===== src/rtl/font_arb_pkg.sv =====
// font_arb_pkg: shared widths, overlay indices and the in-flight tag type
// used by font_rom_arbiter and its picker.
package font_arb_pkg;

    localparam int CODE_W  = 4;   // character selector: BCD 0-9, symbols 10-15
    localparam int ROW_W   = 4;   // glyph row, pixel_y[4:1]
    localparam int GLYPH_W = 8;   // one glyph row, MSB is the leftmost pixel
    localparam int IDX_W   = 3;   // requester index, wide enough for 8 overlays

    // Overlay indices; a lower index wins under fixed priority
    localparam logic [IDX_W-1:0] OVL_FECHA  = 3'd0;
    localparam logic [IDX_W-1:0] OVL_HORA   = 3'd1;
    localparam logic [IDX_W-1:0] OVL_CURSOR = 3'd2;

    // One entry of the tag pipeline that travels alongside the ROM access
    typedef struct packed {
        logic             valid;
        logic [IDX_W-1:0] idx;
    } tag_t;

    // Index following idx, wrapping back to 0 after n-1
    function automatic logic [IDX_W-1:0] wrap_inc(input logic [IDX_W-1:0] idx, input int n);
        return (int'(idx) + 1 >= n) ? '0 : idx + 1'b1;
    endfunction

endpackage


===== src/rtl/font_rom_arbiter_if.sv =====
// font_rom_arbiter_if: overlay request/return bus plus the font ROM address
// and data lines. The master side is the overlays and the ROM, the slave side
// is the arbiter.
interface font_rom_arbiter_if
    import font_arb_pkg::*;
#(
    parameter int NUM_REQ = 3
) ();

    logic                             video_on;
    logic [NUM_REQ-1:0]               req;
    logic [NUM_REQ-1:0][CODE_W-1:0]   code;
    logic [NUM_REQ-1:0][ROW_W-1:0]    row;
    logic [NUM_REQ-1:0]               gnt;
    logic [CODE_W-1:0]                rom_sel;
    logic [ROW_W-1:0]                 rom_row;
    logic [GLYPH_W-1:0]               rom_data;
    logic [GLYPH_W-1:0]               rdata;
    logic [NUM_REQ-1:0]               rvalid;

    modport master (
        output video_on, req, code, row, rom_data,
        input  gnt, rom_sel, rom_row, rdata, rvalid
    );

    modport slave (
        input  video_on, req, code, row, rom_data,
        output gnt, rom_sel, rom_row, rdata, rvalid
    );

endinterface


===== src/rtl/font_arb_pick.sv =====
// font_arb_pick: combinational picker returning the first set request bit at
// or after ptr (round-robin). With FONT_ARB_FIXED_PRIO_EN defined it becomes
// a fixed-priority encoder where index 0 (OVL_FECHA) always wins.
module font_arb_pick
    import font_arb_pkg::*;
#(
    parameter int NUM_REQ = 3
) (
    input  logic [NUM_REQ-1:0] req,
    input  logic [IDX_W-1:0]   ptr,
    output logic [NUM_REQ-1:0] win,
    output logic [IDX_W-1:0]   win_idx,
    output logic               any
);

`ifdef FONT_ARB_FIXED_PRIO_EN
    // No pointer in this build; keep the port for a common instantiation
    logic unused_ptr;
    assign unused_ptr = ^ptr;
`endif

    assign any = |req;

    // Scan candidates in priority order and keep the first requester found
    always_comb begin
        int  cand;
        logic found;
        // NOTE: every output gets a default before the loop so no path leaves it unassigned (no latch).
        win     = '0;
        win_idx = '0;
        found   = 1'b0;
        for (int i = 0; i < NUM_REQ; i++) begin
`ifdef FONT_ARB_FIXED_PRIO_EN
            cand = i;
`else
            cand = (int'(ptr) + i) % NUM_REQ;
`endif
            if (!found && req[cand]) begin
                found     = 1'b1;
                win[cand] = 1'b1;
                win_idx   = IDX_W'(cand);
            end
        end
    end

endmodule


===== src/rtl/font_rom_arbiter.sv =====
// font_rom_arbiter: shares one font ROM among the text overlays. One grant
// per clock, ROM address registered the cycle after the grant, returned row
// delivered ROM_LAT+2 cycles after the grant with a one-hot owner tag.
// Define FONT_ARB_FIXED_PRIO_EN for fixed priority (no round-robin pointer).
module font_rom_arbiter
    import font_arb_pkg::*;
#(
    parameter int NUM_REQ = 3,
    parameter int ROM_LAT = 1
) (
    input  logic              clk,
    input  logic              reset,
    font_rom_arbiter_if.slave bus
);

    localparam logic [NUM_REQ-1:0] ONE_HOT_LSB = NUM_REQ'(1);

    logic [NUM_REQ-1:0] win;
    logic [IDX_W-1:0]   win_idx;
    logic               any_req;
    logic               grant;
    logic [IDX_W-1:0]   ptr;
    logic [CODE_W-1:0]  win_code;
    logic [ROW_W-1:0]   win_row;
    tag_t               new_tag;
    tag_t [ROM_LAT:0]   tag_pipe;
    tag_t               tail;

    font_arb_pick #(.NUM_REQ(NUM_REQ)) u_pick (
        .req     (bus.req),
        .ptr     (ptr),
        .win     (win),
        .win_idx (win_idx),
        .any     (any_req)
    );

    // Grants only happen in the active display region
    assign grant   = bus.video_on & any_req;
    assign bus.gnt = grant ? win : '0;

    // Route the winner's character code and row toward the ROM address
    always_comb begin
        win_code = '0;
        win_row  = '0;
        for (int i = 0; i < NUM_REQ; i++) begin
            if (win[i]) begin
                win_code = bus.code[i];
                win_row  = bus.row[i];
            end
        end
    end

    // ROM address register; holds its last value on idle cycles
    always_ff @(posedge clk or posedge reset) begin
        // NOTE: state registers use non-blocking assignments so every flop samples pre-edge values.
        if (reset) begin
            bus.rom_sel <= '0;
            bus.rom_row <= '0;
        end else if (grant) begin
            bus.rom_sel <= win_code;
            bus.rom_row <= win_row;
        end
    end

`ifdef FONT_ARB_FIXED_PRIO_EN
    // Fixed priority carries no pointer state
    assign ptr = '0;
`else
    // Advance the round-robin pointer just past each winner
    always_ff @(posedge clk or posedge reset) begin
        if (reset) begin
            ptr <= '0;
        end else if (grant) begin
            ptr <= wrap_inc(win_idx, NUM_REQ);
        end
    end
`endif

    assign new_tag.valid = grant;
    assign new_tag.idx   = win_idx;
    assign tail          = tag_pipe[ROM_LAT];

    // Tag pipeline: the owner index rides along with the ROM access
    always_ff @(posedge clk or posedge reset) begin
        // NOTE: the tag pipeline is reset so requests granted before reset never surface as rvalid.
        if (reset) begin
            tag_pipe <= '0;
        end else begin
            tag_pipe <= {tag_pipe[ROM_LAT-1:0], new_tag};
        end
    end

    // Capture the returned glyph row and flag its owner for one cycle
    always_ff @(posedge clk or posedge reset) begin
        if (reset) begin
            bus.rdata  <= '0;
            bus.rvalid <= '0;
        end else begin
            bus.rvalid <= tail.valid ? (ONE_HOT_LSB << tail.idx) : '0;
            if (tail.valid) begin
                bus.rdata <= bus.rom_data;
            end
        end
    end

endmodule


===== src/flat_wrapper.sv =====
// flat-port wrapper written by rule: the top's interface ports become plain ports
module font_rom_arbiter_flat import font_arb_pkg::*;
#(
    parameter int NUM_REQ = 3,
    parameter int ROM_LAT = 1
)
  (clk, reset, bus_video_on, bus_req, bus_code, bus_row, bus_rom_data, bus_gnt, bus_rom_sel, bus_rom_row, bus_rdata, bus_rvalid);
  font_rom_arbiter_if #(.NUM_REQ(NUM_REQ)) bus_i ();
  input  logic clk;
  input  logic reset;
  input wire logic [$bits(bus_i.video_on)-1:0] bus_video_on;
  input wire logic [$bits(bus_i.req)-1:0] bus_req;
  input wire logic [$bits(bus_i.code)-1:0] bus_code;
  input wire logic [$bits(bus_i.row)-1:0] bus_row;
  input wire logic [$bits(bus_i.rom_data)-1:0] bus_rom_data;
  output wire logic [$bits(bus_i.gnt)-1:0] bus_gnt;
  output wire logic [$bits(bus_i.rom_sel)-1:0] bus_rom_sel;
  output wire logic [$bits(bus_i.rom_row)-1:0] bus_rom_row;
  output wire logic [$bits(bus_i.rdata)-1:0] bus_rdata;
  output wire logic [$bits(bus_i.rvalid)-1:0] bus_rvalid;
  assign bus_i.video_on = bus_video_on;
  assign bus_i.req = bus_req;
  assign bus_i.code = bus_code;
  assign bus_i.row = bus_row;
  assign bus_i.rom_data = bus_rom_data;
  assign bus_gnt = bus_i.gnt;
  assign bus_rom_sel = bus_i.rom_sel;
  assign bus_rom_row = bus_i.rom_row;
  assign bus_rdata = bus_i.rdata;
  assign bus_rvalid = bus_i.rvalid;
  font_rom_arbiter #(.NUM_REQ(NUM_REQ), .ROM_LAT(ROM_LAT)) u_core (.clk(clk), .reset(reset), .bus(bus_i));
endmodule

===== config.mk =====
export PLATFORM = sky130hd
export DESIGN_NAME = font_rom_arbiter_flat
export DESIGN_NICKNAME = d
export VERILOG_FILES = /design/src/rtl/font_arb_pkg.sv /design/src/rtl/font_rom_arbiter_if.sv /design/src/rtl/font_arb_pick.sv /design/src/rtl/font_rom_arbiter.sv /design/src/flat_wrapper.sv
export SDC_FILE = /design/constraint.sdc
export NUM_CORES = 1
export LEC_CHECK = 0
export CAP_MARGIN = 25
export CORE_UTILIZATION = 25
export DETAILED_ROUTE_END_ITERATION = 12
export GPL_ROUTABILITY_DRIVEN = 0
export PLACE_DENSITY_LB_ADDON = 0.08
export SLEW_MARGIN = 0
export SYNTH_ARGS = -nofsm -noshare
export SYNTH_HDL_FRONTEND = slang
export SYNTH_SLANG_ARGS = --single-unit

===== constraint.sdc =====
create_clock -name clk -period 5.47 [get_ports clk]
set_input_delay 1.094 -clock clk [delete_from_list [all_inputs] [get_ports clk]]
set_output_delay 1.094 -clock clk [all_outputs]
set_load 0.05 [all_outputs]

### Word level (Yosys, flattened, before mapping)

Index checks and enable logic that the tools add are counted.

* flip-flop bits (word level): 30
* input port bits: 38
* output and inout bits: 22

* add/subtract/negate cells: 4
* divide/modulo/power cells: 3
* $lt $le $gt $ge: 7
* shifts and indexed selects: 1
* multiplexer cells: 32
* bitwise operators: 3
* reduce and logical (&&, ||, !) cells: 8

Operators by type and width (count)
* $ge A32 B1 Y1 const B: 3
* $lt A32 B4 Y1 const B: 3
* $mod A32 B3 Y32 const B: 2
* $ge A32 B3 Y1 const B: 1
* $mod A4 B3 Y32 const B: 1
* $mux W3: 9
* $mux W4: 6
* $mux W1: 11
* $add A3 B1 Y4 const B: 2
* $bmux W1 S2: 3
* $demux W1 S2: 3
* $or A3 B3 Y3: 2
* $logic_and A1 B1 Y1: 5
* $add A3 B2 Y4 const B: 1
* $add A3 B1 Y3 const B: 1
* $reduce_or A3 Y1: 1
* $shl A1 B3 Y3 const A: 1
* $logic_not A1 Y1: 2
* $and A1 B1 Y1: 1

### Longest topological paths before layout

Gate-level depths: netlist of run 1.

* depth after elaboration: 14
* mapped depth: 24
* mapped depth without buffers: 20

### Cells and area by module

From an unflattened synthesis of run 1, not the netlist that was laid out.

* cells, all modules: 287
* area total of the unflattened synthesis: 2553.7 µm²

Modules (own cells, without submodules)
* font_arb_pick: instances 1, cells an instance 188, area an instance 1278.7 µm², seq. area each 0.0 µm²
* font_rom_arbiter: instances 1, cells an instance 99, area an instance 1275.0 µm², seq. area each 750.7 µm²

### Worst setup path before layout of run 1

No wires, ideal clock.

* kind: register to output
* from: register u_core.ptr[0]
* to: output port bus_gnt[0]
* arrival: 4742 ps
* data required time: 4376 ps
* setup slack: -366 ps
* cell stages (with the launch flop): 19
* buffers on the path: 4
* cells stage by stage: dfrtp_1 -> clkbuf_1 -> clkbuf_1 -> inv_1 -> ha_1 -> ha_1 -> ha_1 -> clkbuf_1 -> a21oi_1 -> a211oi_4 -> ha_1 -> a21oi_1 -> o311ai_0 -> and3b_1 -> buf_6 -> mux2i_4 -> nand4_1 -> o211ai_1 -> and2_1

* cells in the longest elaborated chain, start to end: 12
* elaborated cells between the ends (all ways): 41
* those cells by class: add/sub (2); div (3); order compare (6); mux (21); bitwise (2); reduce/logical (7)

Ends and longest elaborated chain
* start, declared: RTL line font_rom_arbiter.sv:22 `logic [IDX_W-1:0] ptr;`
* start signal, assigned: RTL line font_rom_arbiter.sv:74 `ptr <= wrap_inc(win_idx, NUM_REQ);`
* parallel branches: the longest is 10 deep, another holds $mod A32 B3 Y32
* $mux W3 *: RTL line font_arb_pick.sv:38 `if (!found && req[cand]) begin`
* $mux W3 *: RTL line font_rom_arbiter.sv:39 `assign bus.gnt = grant ? win : '0;`
* end, declared: RTL line flat_wrapper.sv:16 `output wire logic [$bits(bus_i.gnt)-1:0] bus_gnt;`

Mark *: on every way between the ends. The select of a mux whose other input is x is not followed.

### Worst setup path in the final report of run 1

* from: register u_core.ptr[2]
* to: output port bus_gnt[1]

Same word-level chain as after synthesis.

==> metrics.md, run 1 <==
| Metric | Value |
|---|---|
| Final-layout fill cell count | `1,079` |
| Area of the die | `about 11,000 sq um` |
| Cell seen most often among critical-path stages | `sky130_fd_sc_hd__ha_1` |
| Area share of xor/xnor cells in the synthesized design | `3.17%` |
| Multiplexer area fraction after synthesis | `under 10%` |
| IO buf count | `just under 60` |
| CP Launch Point | `u_core.ptr[2]$_DFFE_PP0P_` |
| Final Hold Violating Endpoints | `0` |
| Final period utilization | `96.2%` |
| Wirelength, routed | `between 7 and 8 mm` |
| I/O Pins | `60` |
| Wire length of the first global-routing pass | `about 12 mm` |
| Flops & latches, synth | `30` |
| Largest family of logic cells by synthesized area | `compound AO/OA/AOI/OAI gates` |
| Maximum cell stage delay along the critical path | `~0.46 ns` |
| Final critical-path required period | `around 5.3 ns` |
| Area taken by multi-input logic gates | `between 1500 and 2000 sq um` |
| Clock transition at the registers of the reported paths | `0.08 ns` |
| Async SR Flop Fraction | `100%` |
| Predominant post-synthesis flop cell | `sky130_fd_sc_hd__dfrtp_1` |
| Post-DR vias/cell | `between 4 and 5` |
| Ranking of synthesized cells by instance count | `sky130_fd_sc_hd__dfrtp_1 (30), sky130_fd_sc_hd__inv_1 (26), sky130_fd_sc_hd__nor2_1 (24)` |
| Worst path buffer plus inverter count | `4` |
| Die Height | `approximately 110 um` |
| Width of the die | `around 110 um` |
| Max Freq | `around 0.19 GHz` |
| Number of max-cap violations | `0` |
| Detail-routed net length per standard cell | `roughly 15 um` |
| R2R Path Start | `u_core.ptr[0]$_DFFE_PP0P_` |
| Maximum fanout along the worst path | `9` |
| CTS Hold Buffers Added | `0` |
| Peak supply drop | `approximately 0.23 mV` |
| Initial antenna violation count | `0` |
| Sequential cell area fraction in the yosys report | `roughly 28%` |
| Initial core utilization | `between 20 and 30%` |
| Final Slew Violations | `0` |
| First-pass iteration count of the detailed router | `4` |
| Worst Path Required | `about 4.4 ns` |
| Storage element area | `around 750 sq um` |
| Synthesized netlist net count | `345` |
| Area fraction in compound gates after synthesis | `about 28%` |
| Total power | `about 0.0024 W` |
| Num Clock Sinks | `30` |
| Cell-by-cell trace of the critical path | `buf_4, inv_1, ha_1, nor3b_2, o21ai_0, xnor2_1, inv_1, ha_1, ha_1, nor2_1, a21oi_1, a2111oi_4, o211ai_1, o221ai_2, and2_2, buf_12` |
| Total leakage power | `roughly 1.5 nW` |
| Largest area contributor in the netlist | `sky130_fd_sc_hd__dfrtp_1` |
| Total clock buffers created by CTS | `5` |
| WP data arrival | `4.17 ns` |
| Final HPWL DP | `5.74 mm` |
| Critical-path cell with the highest stage delay | `sky130_fd_sc_hd__a2111oi_4` |
| Count of distinct cell types in the synthesized netlist | `between 60 and 70` |
| Post-synth top area share | `between 20 and 30%` |
| Fraction of layout cells with a size suffix above 1 | `between 20% and 30%` |
| Diodes inserted | `0` |
| Depth of the CTS H-tree | `2` |
| Largest delay contributor family on the critical path | `compound AO/OA/AOI/OAI gates` |
| Share of synthesized cell area in and, or, nand and nor gates | `between 10% and 20%` |
| Final count of negative-setup-slack endpoints | `0` |
| Post-synth design cell area | `2690 sq um` |
| Adder-Cell Fraction of Synth Area | `between 10% and 20%` |
| Most common cell in the netlist | `sky130_fd_sc_hd__dfrtp_1` |
| Sum Neg Setup Slack | `0 ns` |
| Count of vias placed by the detailed router | `2,426` |
| Worst Tran Pin Value | `0.531 ns` |
| CP endpoint kind | `output pin` |
| Maximum number of pins on one net before global-route repair | `31` |
| Layout-stage area growth over the synthesis result | `37.0%` |
| Skew final | `0.0105 ns` |
| Pre-CTS WS | `roughly 0.25 ns` |
| Nets@finish | `about 420` |
| Clock buffer depth | `2` |
| Util after Layout | `between 30 and 40%` |
| Category of the critical setup timing path | `flop to output pin` |
| Overflow after GRT | `0` |
| DRC Markers | `0` |
| Count of flip-flops with a built-in enable after synthesis | `0` |
| Startpoint class of the critical path | `flop` |
| Synthesized area per cell | `around 9.5 sq um` |
| Minimum setup slack in the final design | `between 0.2 and 0.25 ns` |
| Area contributors post-synth | `sky130_fd_sc_hd__dfrtp_1 (28%), sky130_fd_sc_hd__ha_1 (11%), sky130_fd_sc_hd__mux2_2 (5.0%)` |
| DR iter-0 viols | `between 80 and 90` |
| Core Footprint | `around 10,000 sq um` |
| Slew Limit Headroom | `about 65%` |
| Number of synthesis warnings | `0` |
| Hold path start | `u_core.tag_pipe[3]$_DFF_PP0_` |
| Outcome | `finished clean` |
| Placement Rows | `37` |
| Vias in the first global route | `between 2,000 and 2,500` |
| Min-Delay Path Class | `flop to flop` |
| Clock latency on the worst-skew pair | `0.29 ns` |
| Number of routed nets with antenna violations | `0` |
| Overall fraction of global-route tracks in use | `13.9%` |
| Total power divided by cell area | `641 nW/um^2` |
| Number of standard cells after synthesis | `284` |
| Clk Tree Root Cell | `sky130_fd_sc_hd__clkbuf_8` |
| TritonCTS clock tree | `yes` |
-- metal layers --
metal / up-vias / routed length, um / track usage (%)
met1: 1147 / 3660 / 18.8
met3: 11 / 404 / 2.91
li1: 1204 / - / -
met4: 0 / 124 / 3.87
met2: 64 / 3320 / 22.5
met5: - / 0 / 0
-- worst paths after layout --
kind	end	slack (ns)	cells past startpoint
min reg2reg	u_core.tag_pipe[7]$_DFF_PP0_	0.35	0
max	bus_gnt[1]	0.21	16
min in group asynchronous	u_core.bus.rom_row[0]$_DFFE_PP0P_	1.20	3
min	u_core.tag_pipe[7]$_DFF_PP0_	0.35	0
max reg2reg	u_core.ptr[1]$_DFFE_PP0P_	0.74	20
max in group asynchronous	u_core.bus.rom_row[1]$_DFFE_PP0P_	3.97	3
-- what timing repair did --
action	4_1_cts	5_1_grt
setup buffers	1	2
endpoints found under the setup margin	3	3
cloned	0	0
resized for setup	1	6
pin swaps	1	1
-- cells in the final DEF (no fill, tap or decap), types with 3 or more instances in the layout --
cell type / synthesis / routed
sky130_fd_sc_hd__a221oi_2: 8 / 8
sky130_fd_sc_hd__a22oi_1: 11 / 11
sky130_fd_sc_hd__nand2_1: 13 / 13
sky130_fd_sc_hd__clkbuf_8: 0 / 6
sky130_fd_sc_hd__a21o_1: 6 / 6
sky130_fd_sc_hd__nor2b_1: 4 / 4
sky130_fd_sc_hd__mux2_2: 12 / 12
sky130_fd_sc_hd__nor3_1: 6 / 6
sky130_fd_sc_hd__nor2_1: 24 / 24
sky130_fd_sc_hd__nand3_1: 5 / 5
sky130_fd_sc_hd__o21ai_0: 6 / 6
sky130_fd_sc_hd__clkdlybuf4s50_1: 0 / 56
sky130_fd_sc_hd__ha_1: 23 / 21
sky130_fd_sc_hd__a31oi_2: 3 / 3
sky130_fd_sc_hd__buf_4: 0 / 19
sky130_fd_sc_hd__buf_12: 0 / 3
sky130_fd_sc_hd__inv_1: 26 / 26
sky130_fd_sc_hd__a21oi_1: 11 / 10
sky130_fd_sc_hd__nand4_1: 4 / 4
sky130_fd_sc_hd__a211oi_1: 4 / 4
sky130_fd_sc_hd__dfrtp_1: 30 / 30
sky130_fd_sc_hd__xnor2_1: 6 / 6
sky130_fd_sc_hd__o211ai_1: 6 / 6
sky130_fd_sc_hd__and2_1: 5 / 3
sky130_fd_sc_hd__o22ai_1: 3 / 3
-- power breakdown --
part	switching, W	internal (W)	total [W]
clock network	0.0000992	0.000101	0.000201
logic	0.00105	0.000773	0.00183
registers	0.0000381	0.000294	0.000332
-- state kept, by name, indices dropped and copies added (netlist names) --
name and flops:
u_core.ptr 3, u_core.bus.rom_row 4, u_core.bus.rvalid 3, u_core.bus.rdata 8, u_core.tag_pipe 8, u_core.bus.rom_sel 4
-- per-stage QoR --
stage | instances | hold slack [ns] | instance area (sq um)
6_report | 492 | 0.351 | 3680
5_1_grt | 492 | 0.350 | 3680
4_1_cts | 490 | 0.353 | 3630
3_5_place_dp | 481 | 0.336 | 3520
3_3_place_gp | 481 | 0.331 | 3520
2_1_floorplan | 284 | 0.331 | 2700
-- logic make-up (layout without fill, tap and decap cells) --
| kind of cell | after synthesis | in the layout |
|---|---|---|
| XOR/XNOR | 8 | 8 |
| AND/OR/NAND/NOR | 81 | 81 |
| adder cells (fa/ha/maj) | 23 | 23 |
| multiplexers | 16 | 16 |
| AO/OA/AOI/OAI | 86 | 86 |
| flip-flops | 30 | 30 |
| buffers and inverters | 40 | 112 |
-- area by class of cell --
class                           instances  area share (%)
Multi-Input combinational cell        214            49.0
Timing Repair Buffer                   78            20.7
Sequential cell                        30            20.4
Tap cell                              136            4.63
Inverter                               26            2.65
Clock buffer                            6            2.24
Clock inverter                          2           0.340
Note: power is estimated with default switching activity, not from simulation.
==> inputs of run 2 (changes only) <==
- CAP_MARGIN: 25 -> default
- SETUP_SLACK_MARGIN: default -> 0.15
==> run 2 against run 1 <==
Compared with the run above: utilization about the same; final cell count decreased by 0.41%; critical endpoint is now bus_gnt[2]; power decreased by 0.36%.
==> metrics.md, run 2 (synthesis results as in run 1) <==
| Metric | Value |
|---|---|
| Number of max-cap violations | `0 (unchanged)` |
| Layout-stage area growth over the synthesis result | `37.0% (about the same)` |
| Final period utilization | `93.0% (-3.2 points)` |
| Cell seen most often among critical-path stages | `sky130_fd_sc_hd__ha_2` |
| Cell-by-cell trace of the critical path | `ha_1, xnor2_2, nor2_2, ha_2, ha_4, nand2_1, o21ai_2, a211oi_4, ha_2, a21oi_1, o311ai_0, and3b_2, mux2i_4, nand4_1, o221a_2, nor2_4, buf_12` |
| Wire length of the first global-routing pass | `12.2 mm (-2.0%)` |
| Cell depth of the worst hold path | `0 (unchanged)` |
| DR iter-0 viols | `125 (+40%)` |
| Diodes inserted | `0 (unchanged)` |
| Final std cell area, no fill | `3680 sq um (about the same)` |
| Minimum setup slack in the final design | `0.382 ns (+0.177 ns)` |
| Core Footprint | `10,400 sq um (unchanged)` |
| CP endpoint kind | `output pin` |
| Count of vias placed by the detailed router | `2,413 (-0.54%)` |
| Wirelength, routed | `7.58 mm (+0.99%)` |
| Most common library cell in the layout ignoring fill and taps | `sky130_fd_sc_hd__clkdlybuf4s50_1` |
| R2R Path Start | `u_core.ptr[0]$_DFFE_PP0P_` |
| Overflow after GRT | `0 (unchanged)` |
| Final critical-path required period | `5.09 ns (-0.177 ns)` |
| Detail-routed net length per standard cell | `15.5 um (+1.4%)` |
| Endpoint of the worst hold-timing path | `u_core.tag_pipe[5]$_DFF_PP0_` |
| Biggest registers after layout | `u_core.bus.rdata x8, u_core.tag_pipe x8` |
| Min-Delay Path Class | `flop to flop` |
| Final HPWL DP | `5.71 mm (-0.45%)` |
| Width of the die | `106 um (unchanged)` |
| Depth of the CTS H-tree | `2 (unchanged)` |
| Num Clock Sinks | `30 (unchanged)` |
| WP data arrival | `3.99 ns (-0.18 ns)` |
| Cell depth of the worst flop-to-flop path | `20 (unchanged)` |
| Placement Rows | `37 (unchanged)` |
| Outcome | `finished clean` |
| Util after Layout | `35.5% (about the same)` |
| Pre-CTS WS | `0.340 ns (+0.0939 ns)` |
| Die Height | `106 um (unchanged)` |
| Final Hold Violating Endpoints | `0 (unchanged)` |
| Total power divided by cell area | `639 nW/um^2 (-0.33%)` |
| Area of the die | `11,200 sq um (unchanged)` |
| Worst hold margin | `0.354 ns (+0.00355 ns)` |
| Clock buffer depth | `2 (unchanged)` |
| Sum Neg Setup Slack | `0 ns (unchanged)` |
| Initial antenna violation count | `0 (unchanged)` |
| IO buf count | `59 (unchanged)` |
| Total clock buffers created by CTS | `5 (unchanged)` |
| Final count of negative-setup-slack endpoints | `0 (unchanged)` |
| Startpoint class of the critical path | `flop` |
| Vias in the first global route | `2,369 (-2.4%)` |
| Endpoint of the lowest-slack register-to-register path | `u_core.ptr[0]$_DFFE_PP0P_` |
| DRC Markers | `0 (unchanged)` |
| Worst Tran Pin Value | `0.533 ns (+0.00128 ns)` |
| TritonCTS clock tree | `yes` |
| I/O Pins | `60 (unchanged)` |
| Maximum cell stage delay along the critical path | `0.43 ns (-0.03 ns)` |
| Clock transition at the registers of the reported paths | `0.08 ns (about the same)` |
| Nets@finish | `414 (-0.48%)` |
| Setup slack, reg-to-reg | `0.76 ns (+0.02 ns)` |
| Most frequent cells in the layout | `sky130_fd_sc_hd__clkdlybuf4s50_1 (56), sky130_fd_sc_hd__dfrtp_1 (30), sky130_fd_sc_hd__inv_1 (26)` |
| Post-DR vias/cell | `4.92 (-0.13%)` |
| Peak supply drop | `0.197 mV (-15%)` |
| Unrepaired setup endpoints after global routing | `true` |
| Category of the critical setup timing path | `flop to output pin` |
| Maximum number of pins on one net before global-route repair | `31 (unchanged)` |
| Clock latency on the worst-skew pair | `0.29 ns (about the same)` |
| Final Slew Violations | `0 (unchanged)` |
| Slew Limit Headroom | `64.5% (-0.085 points)` |
| Max Freq | `0.197 GHz (+3.5%)` |
| Initial core utilization | `25.9% (unchanged)` |
| Overall fraction of global-route tracks in use | `13.8% (-0.15 points)` |
| Total leakage power | `1.49 nW (-0.89%)` |
| Fraction of layout cells with a size suffix above 1 | `22.6% (+0.97 points)` |
| Skew final | `0.0114 ns (+0.000954 ns)` |
| Hold path start | `u_core.tag_pipe[1]$_DFF_PP0_` |
| Cell area reported after detailed placement | `3520 sq um (-0.14%)` |
| Maximum fanout along the worst path | `8 (-1)` |
| CP Launch Point | `u_core.ptr[0]$_DFFE_PP0P_` |
| Clk Tree Root Cell | `sky130_fd_sc_hd__clkbuf_8` |
| Critical-path cell with the highest stage delay | `sky130_fd_sc_hd__dfrtp_1` |
| Number of routed nets with antenna violations | `0 (unchanged)` |
| First-pass iteration count of the detailed router | `4 (unchanged)` |
| Worst Path Required | `4.38 ns (about the same)` |
[run 2: cell count changes in the layout (fill, tap and decap cells not counted)]
cell	previous run	this run
sky130_fd_sc_hd__nor2_2	0	2
sky130_fd_sc_hd__nor2_1	24	22
sky130_fd_sc_hd__ha_1	21	19
sky130_fd_sc_hd__mux2i_2	0	1
sky130_fd_sc_hd__ha_2	1	3
sky130_fd_sc_hd__mux2i_1	2	1
sky130_fd_sc_hd__buf_4	19	17
[run 2: critical path, delay by kind of cell, from the launching register on]
| kind | cells | cell delay (ns) |
|---|---|---|
| multiplexers | 1 | 0.29 |
| flip-flops | 1 | 0.43 |
| adder cells (fa/ha/maj) | 4 | 0.94 |
| XOR/XNOR | 1 | 0.16 |
| AND/OR/NAND/NOR | 5 | 0.94 |
| AO/OA/AOI/OAI | 5 | 0.78 |
| buffers and inverters | 1 | 0.15 |
[run 2: worst max-delay path by stage]
| stage | slack [ns] | depth (start not counted) | end |
|---|---|---|---|
| 5_1_grt | 0.1 | 16 | bus_gnt[1] |
| 4_1_cts | 0.13 | 16 | bus_gnt[1] |
| 6_report | 0.38 | 17 | bus_gnt[2] |
| 3_5_place_dp | 0.34 | 17 | bus_gnt[2] |
| 3_3_place_gp | 0.42 | 16 | bus_gnt[1] |
| 2_1_floorplan | 0.16 | 19 | bus_gnt[0] |
[run 2: metal layers]
layer,up-vias,global-route usage (%),share of wire (%)
li1,1201,-,-
met1,1139,18.5,49
met2,68,22.9,45
met3,5,2.91,5.2
met4,0,2.68,0.77
met5,-,0,0
[run 2: layout make-up]
class                      count  area [sq um]
inverter                      26          97.6
clock inverter                 2          12.5
tap                          136           170
sequential                    30           751
clock buffer                   6          82.6
multi-input combinational    214          1820
fill                        1086          6690
timing repair buffer          76           748
[run 2: through the flow]
| step | total power [W] | std cells |
|---|---|---|
| 2_1_floorplan | 0.00161 | 284 |
| 3_5_place_dp | 0.00210 | 480 |
| 4_1_cts | 0.00234 | 488 |
| 6_report | 0.00235 | 490 |
| 3_3_place_gp | 0.00210 | 480 |
| 5_1_grt | 0.00254 | 490 |
[run 2: report_power, final]
group | switching (W) | leakage (nW) | internal [W] | total (W)
logic | 0.00106 | 1.07 | 0.000764 | 0.00182
clock network | 0.0000951 | 0.0472 | 0.000101 | 0.000196
registers | 0.0000365 | 0.369 | 0.000294 | 0.000330
[run 2: repair_timing]
| item | CTS | global route |
|---|---|---|
| endpoints found under the setup margin | 3 | 3 |
| gates resized for setup | 4 | 7 |
| setup buffers | 0 | 2 |
| pin swaps | 0 | 4 |
| hold buffers | 0 | 0 |
